File: config.mk
export PLATFORM = sky130hd
export DESIGN_NAME = ci_multicycle_master
export DESIGN_NICKNAME = d
export VERILOG_FILES = /design/src/rtl/ci_multicycle_master.sv
export SDC_FILE = /design/constraint.sdc
export NUM_CORES = 1
export LEC_CHECK = 0
export ABC_CLOCK_PERIOD_IN_PS = 3100
export CAP_MARGIN = 20
export CORE_MARGIN = 2
export CORE_UTILIZATION = 35
export CTS_CLUSTER_DIAMETER = 120
export DETAILED_ROUTE_END_ITERATION = 7
export PLACE_DENSITY = 0.54
export SYNTH_ARGS = -nofsm -noshare
export SYNTH_HDL_FRONTEND = slang
export SYNTH_SLANG_ARGS = --single-unit
File: constraint.sdc
create_clock -name clock -period 3.1 [get_ports clock]
set_input_delay 0.62 -clock clock [delete_from_list [all_inputs] [get_ports clock]]
set_output_delay 0.62 -clock clock [all_outputs]
set_load 0.02 [all_outputs]
File: src/rtl/ci_multicycle_master.sv
// ci_multicycle_master
// Initiator for a multi-cycle custom-instruction slave. Operands arrive on a
// valid/ready stream, are buffered, and issued one at a time (ci_start/ci_dataa).
// Each result (or a timeout marker) is captured and returned, in issue order,
// on a valid/ready output stream.
module ci_multicycle_master #(
  parameter int          DEPTH       = 4,
  parameter int          TIMEOUT     = 64,
  parameter logic [31:0] TIMEOUT_VAL = 32'hFFFF_FFFF
) (
  input  logic        clock,
  input  logic        aclr,
  input  logic        in_valid,
  output logic        in_ready,
  input  logic [31:0] in_data,
  output logic        out_valid,
  input  logic        out_ready,
  output logic [31:0] out_data,
  output logic        ci_clk_en,
  output logic        ci_start,
  output logic [31:0] ci_dataa,
  input  logic [31:0] ci_result,
  input  logic        ci_done,
  output logic        busy,
  output logic        err_timeout,
  output logic [15:0] done_count
);

  localparam int AW = $clog2(DEPTH);
  localparam int CW = AW + 1;
  localparam int WW = $clog2(TIMEOUT);

  localparam logic [CW-1:0] DEPTH_C   = CW'(DEPTH);
  localparam logic [CW:0]   DEPTH_R   = (CW + 1)'(DEPTH);
  localparam logic [WW-1:0] WAIT_LAST = WW'(TIMEOUT - 1);

  typedef enum logic [1:0] {
    ST_IDLE  = 2'd0,
    ST_ISSUE = 2'd1,
    ST_WAIT  = 2'd2,
    ST_PUSH  = 2'd3
  } state_t;

  state_t state_reg, state_next;

  // ---------------------------------------------------------------- input FIFO
  logic [31:0]   in_mem [DEPTH];
  logic [AW-1:0] in_wr_ptr_reg;
  logic [AW-1:0] in_rd_ptr_reg;
  logic [CW-1:0] in_count_reg;
  logic          in_push;
  logic          in_pop;

  // ---------------------------------------------------------------- result FIFO
  logic [31:0]   res_mem [DEPTH];
  logic [AW-1:0] res_wr_ptr_reg;
  logic [AW-1:0] res_rd_ptr_reg;
  logic [CW-1:0] res_count_reg;
  logic          res_push;
  logic          res_pop;

  // ---------------------------------------------------------------- op datapath
  logic [WW-1:0] wait_cnt_reg;
  logic [31:0]   capture_reg;
  logic [31:0]   ci_dataa_reg;
  logic          err_timeout_reg;
  logic [15:0]   done_count_reg;

  logic          in_flight;
  logic [CW:0]   reserved;
  logic          wait_expired;
  logic          issue_go;

  // in_ready depends only on registered occupancy, so a pop on the same edge
  // never opens a combinational path from the FSM back to the host.
  assign in_ready  = (in_count_reg != DEPTH_C);
  assign in_push   = in_valid & in_ready;
  assign in_pop    = issue_go;

  assign out_valid = (res_count_reg != '0);
  assign res_pop   = out_valid & out_ready;
  assign res_push  = (state_reg == ST_PUSH);
  // Head entry when non-empty, zero otherwise so the idle/reset value is defined.
  assign out_data  = out_valid ? res_mem[res_rd_ptr_reg] : 32'd0;

  // An op occupies a result slot from issue until its PUSH lands in the FIFO.
  assign in_flight    = (state_reg != ST_IDLE);
  assign reserved     = {1'b0, res_count_reg} + {{CW{1'b0}}, in_flight};
  assign wait_expired = (wait_cnt_reg == WAIT_LAST);

  assign ci_start    = (state_reg == ST_ISSUE);
  assign ci_clk_en   = (state_reg == ST_ISSUE) || (state_reg == ST_WAIT);
  assign ci_dataa    = ci_dataa_reg;
  assign busy        = in_flight || (in_count_reg != '0);
  assign err_timeout = err_timeout_reg;
  assign done_count  = done_count_reg;

  // Input FIFO storage: write-only array, no reset needed (pointers define validity).
  always_ff @(posedge clock) begin
    if (in_push) begin
      in_mem[in_wr_ptr_reg] <= in_data;
    end
  end

  // Input FIFO pointers and occupancy.
  always_ff @(posedge clock or posedge aclr) begin
    if (aclr) begin
      in_wr_ptr_reg <= '0;
      in_rd_ptr_reg <= '0;
      in_count_reg  <= '0;
    end else begin
      if (in_push) begin
        in_wr_ptr_reg <= in_wr_ptr_reg + 1'b1;
      end
      if (in_pop) begin
        in_rd_ptr_reg <= in_rd_ptr_reg + 1'b1;
      end
      case ({in_push, in_pop})
        2'b10:   in_count_reg <= in_count_reg + 1'b1;
        2'b01:   in_count_reg <= in_count_reg - 1'b1;
        default: in_count_reg <= in_count_reg;
      endcase
    end
  end

  // Result FIFO storage.
  always_ff @(posedge clock) begin
    if (res_push) begin
      res_mem[res_wr_ptr_reg] <= capture_reg;
    end
  end

  // Result FIFO pointers and occupancy; simultaneous push and pop leave it unchanged.
  always_ff @(posedge clock or posedge aclr) begin
    if (aclr) begin
      res_wr_ptr_reg <= '0;
      res_rd_ptr_reg <= '0;
      res_count_reg  <= '0;
    end else begin
      if (res_push) begin
        res_wr_ptr_reg <= res_wr_ptr_reg + 1'b1;
      end
      if (res_pop) begin
        res_rd_ptr_reg <= res_rd_ptr_reg + 1'b1;
      end
      case ({res_push, res_pop})
        2'b10:   res_count_reg <= res_count_reg + 1'b1;
        2'b01:   res_count_reg <= res_count_reg - 1'b1;
        default: res_count_reg <= res_count_reg;
      endcase
    end
  end

  // FSM state register.
  always_ff @(posedge clock or posedge aclr) begin
    if (aclr) begin
      state_reg <= ST_IDLE;
    end else begin
      state_reg <= state_next;
    end
  end

  // FSM next-state: issue only when a result slot can be reserved, so the
  // slave is never left holding a result with nowhere to put it.
  always_comb begin
    state_next = state_reg;
    issue_go   = 1'b0;
    case (state_reg)
      ST_IDLE: begin
        if ((in_count_reg != '0) && (reserved < DEPTH_R)) begin
          state_next = ST_ISSUE;
          issue_go   = 1'b1;
        end
      end
      ST_ISSUE: state_next = ST_WAIT;
      ST_WAIT: begin
        if (ci_done || wait_expired) begin
          state_next = ST_PUSH;
        end
      end
      ST_PUSH: state_next = ST_IDLE;
      default: state_next = ST_IDLE;
    endcase
  end

  // Op datapath: operand latch, wait counter, result capture, status counters.
  // A done coinciding with the last wait cycle takes priority over the timeout.
  always_ff @(posedge clock or posedge aclr) begin
    if (aclr) begin
      ci_dataa_reg    <= '0;
      wait_cnt_reg    <= '0;
      capture_reg     <= '0;
      err_timeout_reg <= 1'b0;
      done_count_reg  <= '0;
    end else begin
      if (issue_go) begin
        ci_dataa_reg <= in_mem[in_rd_ptr_reg];
      end
      case (state_reg)
        ST_ISSUE: wait_cnt_reg <= '0;
        ST_WAIT: begin
          wait_cnt_reg <= wait_cnt_reg + 1'b1;
          if (ci_done) begin
            capture_reg <= ci_result;
          end else if (wait_expired) begin
            capture_reg     <= TIMEOUT_VAL;
            err_timeout_reg <= 1'b1;
          end
        end
        ST_PUSH: done_count_reg <= done_count_reg + 16'd1;
        default: ;
      endcase
    end
  end

endmodule

==> results of run 1 <==
-- power breakdown --
part           internal (mW)  switching [mW]  leakage, nW
registers               6.69           0.688         3.54
clock network           2.95            1.85        0.661
logic                   3.20            2.94         2.27
total                   12.8            5.47         6.48
-- cell usage after synthesis, drive strengths merged, types with 10 or more instances --
master and n:
mux4 64, ha 16, clkbuf 12, inv 16, nand2 15, xnor2 12, edfxtp 256, xor2 15
o22a 32, nor2 10, mux2 35, and2 39, dfrtp 103, buf 20
-- cell usage in the layout, fill, tap and decap left out, types with 6 or more instances in the layout --
cell / netlist / final
edfxtp_1: 256 / 256
clkdlybuf4s50_1: 0 / 132
dfrtp_1: 103 / 101
mux4_2: 60 / 60
clkbuf_16: 0 / 41
and2_1: 39 / 39
buf_4: 2 / 33
o22a_1: 32 / 32
mux2_4: 28 / 28
dlymetal6s2s_1: 0 / 17
ha_1: 16 / 16
xor2_1: 15 / 15
nand2_1: 15 / 15
inv_1: 16 / 15
xnor2_1: 12 / 12
nor2_1: 10 / 10
clkbuf_1: 12 / 10
mux2_2: 7 / 7
and3_1: 7 / 7
nand3_1: 7 / 7
o21ai_0: 7 / 7
clkinv_2: 0 / 6
-- worst max-delay path: stages, from the launching register on --
cell and delay (ns):
dfrtp_2 0.44, buf_12 0.17, mux4_2 0.49, and2_1 0.19, clkdlybuf4s50_1 0.54
-- metal layers --
layer / vias up / GRT usage (%) / part of all wire, %
li1: 3113 / - / -
met2: 171 / 22.5 / 47
met5: - / 0 / 0.043
met4: 2 / 3.78 / 1.9
met1: 3508 / 18.1 / 44
met3: 50 / 5.15 / 7.3
-- what timing repair did --
item,in CTS,in global routing
hold endpoints to repair,0,0
setup buffers,4,12
setup endpoints to repair,29,20
resized for setup,5,17
-- cells by family after synthesis --
group | share of synthesized area [%]
AO/OA/AOI/OAI | 2.73
multiplexers | 14.3
flip-flops | 73.9
adder cells (fa/ha/maj) | 1.73
AND/OR/NAND/NOR | 3.76
buffers and inverters | 1.86
XOR/XNOR | 1.70
-- stage by stage --
stage	hold WS [ns]	power [mW]	setup WS (ns)	std cells	cell area (um^2)
6_report	0.466	18.3	0.102	1445	17600
3_3_place_gp	0.463	13.6	0.494	1355	16100
2_1_floorplan	0.445	11.3	0.854	693	13900
5_1_grt	0.490	19.4	0.00446	1445	17600
3_5_place_dp	0.467	13.7	0.472	1355	16100
4_1_cts	0.450	18.6	0.000216	1433	17500
-- cell type report --
type	count	area, um^2	share of cell area [%]
sequential	359	10300	58.3
multi-input combinational	286	3360	19.1
timing repair buffer	192	1930	10.9
clock buffer	55	1120	6.35
tap	518	648	3.68
clock inverter	19	225	1.28
inverter	16	63.8	0.362
-- final timing paths --
path                                        start          endpoint  slack (ns)  depth (start not counted)
worst max-delay path            res_rd_ptr_reg[0]      out_data[20]        0.10                          4
worst max register to register   res_count_reg[2]  res_count_reg[2]        0.81                          9
worst min-delay path                         aclr     done_count[2]        0.47                          2
max in group asynchronous                    aclr  in_rd_ptr_reg[0]        1.93                          3
min in group clock                 done_count[15]    done_count[15]        0.47                          1
worst min register to register     done_count[15]    done_count[15]        0.47                          1
==> metrics, run 1 <==
post-DP HPWL=~16 mm; post-route ant nets=0; Final nets=about 980; Yosys top cell by area=edfxtp_1; CTS Hold Buffers Added=0; crit path max fanout=10; Tcrit/Tclk final=a little over nine tenths; Net Count, Synth=780; Regs by FF count=in_mem (128), res_mem (128); CTS clk-pin slew, worst paths=approximately 0.060 ns; via count=a little under 7000; starting DRC count in detailed routing=around 380; area grow syn2layout=26.8%; Hold Vio Cnt, Final=0; Die Width=around 200 um; WP data arrival=between 2 and 2.5 ns; Post-Syn Area=around 0.014 mm^2; Min Clock Period, post-route=~3.0 ns; Max Clk Rate=~0.33 GHz; # H-tree levels=2; largest net degree at the start of global routing=54; number of global-route vias before repair=7312; Via-to-Cell Ratio=around 4.7; share of cells above drive strength 1=around a fifth; Die H=203 um; prevailing post-synth register cell=edfxtp_1; Crit path required time=2.48 ns; Top Ports=roughly 160; DRC errors left=0; maximum clock insertion buffer count=3; Yosys reg bits=~360; port bufs=roughly 150; sequential cell area fraction in the yosys report=73.9%; CORE AREA=0.0389 mm^2; final WL=roughly 28 mm; CTS tree=done; VDD IR-drop max=~0.00053 V; GRT overflow=0; first-pass GRT wire length=~44 mm; gpl congestion=approximately 0.7; setup TNS=0 ns; clock sink total=roughly 360; Syn Area/Cell=around 20 um^2; antenna cells=0; drt wl/cell=around 20 um; Clk Latency, worst-skew pair=0.55 ns; post-synth top area share=around 55%; clk_skew=~0.015 ns; initial antenna violation count=1; Area contributors post-synth=edfxtp_1, dfrtp_1, mux4_2, mux2_4, o22a_1; Cells after Synth=between 600 and 700; Worst Setup Start Kind=register; Core Rows=72; worst slew pin tran=approximately 0.72 ns; kind of end point of the critical path=primary output; Post-synth EDFFs=~260; Netlist cell types=37; Final setup viols=0; critical path type=register to primary output; drt first pass iters=4; RSZ-0062 raised after global routing=false; HP Class=input pin to asynchronous set/reset pin; gr usage total=between 10 and 15%; P_leak=approximately 6.5 nW; Power per Cell Area=between 1000 and 1500 mW/mm^2; Rel. slew slack=52.0%; ys async rst share=between 20 and 30%; CTS Buf Count=40; die area=0.0413 mm^2; fin. max-slew vios=0; fin util=between 40% and 50%; Ys Warns=0; Initial Util=about 36%; # fillers=3428; Max Cap Violations=0; status=completed; CTS root buf=clkbuf_16
Power figures use the tool's default switching activity.
==> run 2: changes to the inputs <==
--- a/config.mk
+++ b/config.mk
@@ -12,6 +12,7 @@
 export CTS_CLUSTER_DIAMETER = 120
 export DETAILED_ROUTE_END_ITERATION = 7
 export PLACE_DENSITY = 0.54
+export REMOVE_ABC_BUFFERS = 1
 export SYNTH_ARGS = -nofsm -noshare
 export SYNTH_HDL_FRONTEND = slang
 export SYNTH_SLANG_ARGS = --single-unit
==> run 2 against run 1 <==
Net effect:
- worst setup slack worse by 0.016 ns
- sequential power increased by 0.5%
- critical path depth unchanged
- cell area fell by 1.4%
- via count is 1.3% lower
- fmax is 0.52% lower
- worst hold slack lost 0.0027 ns
- global-route usage about the same
- core utilization is 0.64 points lower
- routed wire length up 0.47%
- register-to-register slack about the same
- highest routed layer is now met4
==> metrics, run 2 (synthesis results as in run 1) <==
VDD IR-drop max=about 0.00053 V; WP data arrival=about 2.4 ns; drt first pass iters=4; design area=around 0.017 mm^2; via count=slightly below 7000; first-pass GRT wire length=approximately 44 mm; final WL=around 28 mm; worst slew pin tran=between 0.9 and 1 ns; CORE AREA=0.0389 mm^2; clk_skew=around 0.015 ns; kind of end point of the critical path=primary output; combinational share of power=between 30% and 40%; CTS tree=done; starting DRC count in detailed routing=between 200 and 300; HP Class=register to register; Rel. slew slack=38.3%; sequential share of power=41.4%; crit path max fanout=15; port bufs=roughly 150; die area=0.0413 mm^2; Tcrit/Tclk final=between 90% and 100%; CTS clk-pin slew, worst paths=approximately 0.060 ns; share of cells above drive strength 1=between 10% and 20%; post-route ant nets=0; Die Width=a little over 200 um; Clk Latency, worst-skew pair=between 0.5 and 0.6 ns; Core Rows=72; Sw Ratio=a little under a third; CTS Buf Count=40; P_leak=roughly 6.2 nW; Final nets=roughly 960; Reg area=around 0.01 mm^2; drt wl/cell=roughly 20 um; Max Cap Violations=0; Clock Power Share=between 20 and 25%; number of global-route vias before repair=7188; status=completed; Power per Cell Area=about 1000 mW/mm^2; initial antenna violation count=0; CTS root buf=clkbuf_16; largest net degree at the start of global routing=between 100 and 150; clock sink total=~360; Multi-input gate area=0.00337 mm^2; RSZ-0062 raised after global routing=false; met3 GRT Util=under 10%; Via-to-Cell Ratio=4.74; critical path type=register to primary output; # H-tree levels=2; P_sw=between 5 and 6 mW; Worst Setup Start Kind=register; Top Usage Layer GRT=met2; met1 Use GR=between 10% and 20%; post-place instance area=approximately 0.016 mm^2; gpl congestion=between 0.6 and 0.7; maximum clock insertion buffer count=3; Crit path required time=2.48 ns; post-DP HPWL=approximately 17 mm; setup TNS=0 ns; fin. max-slew vios=0; Initial Util=35.7%; Min Clock Period, post-route=3.01 ns; DRC errors left=0; Top Ports=between 150 and 200; met2 Use GR=between 20% and 30%; Hold Vio Cnt, Final=0; Regs by FF count=in_mem (128), res_mem (128); GRT overflow=0; most frequent cells in the layout=edfxtp_1, clkdlybuf4s50_1, dfrtp_1, mux4_2, clkbuf_16; gr usage total=~14%; Final setup viols=0; fin util=between 40% and 50%; area grow syn2layout=25.0%; Die H=between 200 and 250 um; # fillers=3401; commonest non-fill, non-tap cell in the layout=edfxtp_1; Internal Power=around 12 mW; CTS Hold Buffers Added=0; Max Clk Rate=between 0.3 and 0.4 GHz
[run 2: cell count changes in the layout (fill, tap and decap cells not counted), sizes merged]
cell           before  now
buf                38   19
bufinv              5    2
clkdlybuf4s50     132  147
clkinv             11   13
clkinvlp            1    2
diode               0    1
dlygate4sd2         5    0
dlymetal6s2s       17    7
inv                18   16
[run 2: layout make-up]
type	count	share of cell area, %
Antenna cell	1	0.0144
Clock buffer	55	6.27
Clock inverter	17	0.749
Inverter	16	0.360
Multi-Input combinational cell	286	19.4
Sequential cell	359	59.1
Tap cell	518	3.73
Timing Repair Buffer	173	10.3
[run 2: metrics by stage]
step / total power, mW / instances / hold slack [ns] / worst slack [ns]
after floorplan: 11.1 / 661 / 0.445 / -0.224
after global placement: 13.6 / 1352 / 0.460 / 0.472
after detailed placement: 13.7 / 1352 / 0.460 / 0.426
after CTS: 18.3 / 1424 / 0.474 / 0.0204
after global routing: 18.9 / 1424 / 0.494 / 0.000948
final: 17.9 / 1425 / 0.463 / 0.0862
[run 2: worst max-delay path: stages (launching register included)]
cell             delay [ns]
dfrtp_2                0.42
buf_12                 0.19
mux4_2                 0.51
and2_1                 0.17
clkdlybuf4s50_1        0.57
[run 2: worst paths after layout]
path | start | endpoint | slack [ns] | cells after the start
max in group asynchronous | aclr | ci_dataa[24] | 2.01 | 3
hold reg to reg | err_timeout | err_timeout | 0.46 | 2
setup reg to reg | res_count_reg[2] | res_count_reg[2] | 0.80 | 9
hold / removal | err_timeout | err_timeout | 0.46 | 2
setup / recovery | res_rd_ptr_reg[0] | out_data[15] | 0.09 | 4
min in group asynchronous | aclr | wait_cnt_reg[5] | 0.60 | 3
[run 2: per-layer routing]
metal	up-vias	share of wire, %
li1	3077	-
met1	3483	43
met2	157	49
met3	36	6.3
met4	0	1.8
met5	-	0
[run 2: timing repair]
item / 4_1_cts / 5_1_grt
setup endpoints to repair: 19 / 7
gates resized for setup: 3 / 7
buffers inserted: 0 / 0
[run 2: power groups by stage]
stage	Sequential [mW]	Combinational [mW]	Clock, mW
after detailed placement	7.51	6.22	0
after global routing	7.58	6.56	4.74
final	7.41	6.07	4.42
after global placement	7.48	6.17	0
after CTS	7.44	6.26	4.56
after floorplan	7.84	3.29	0
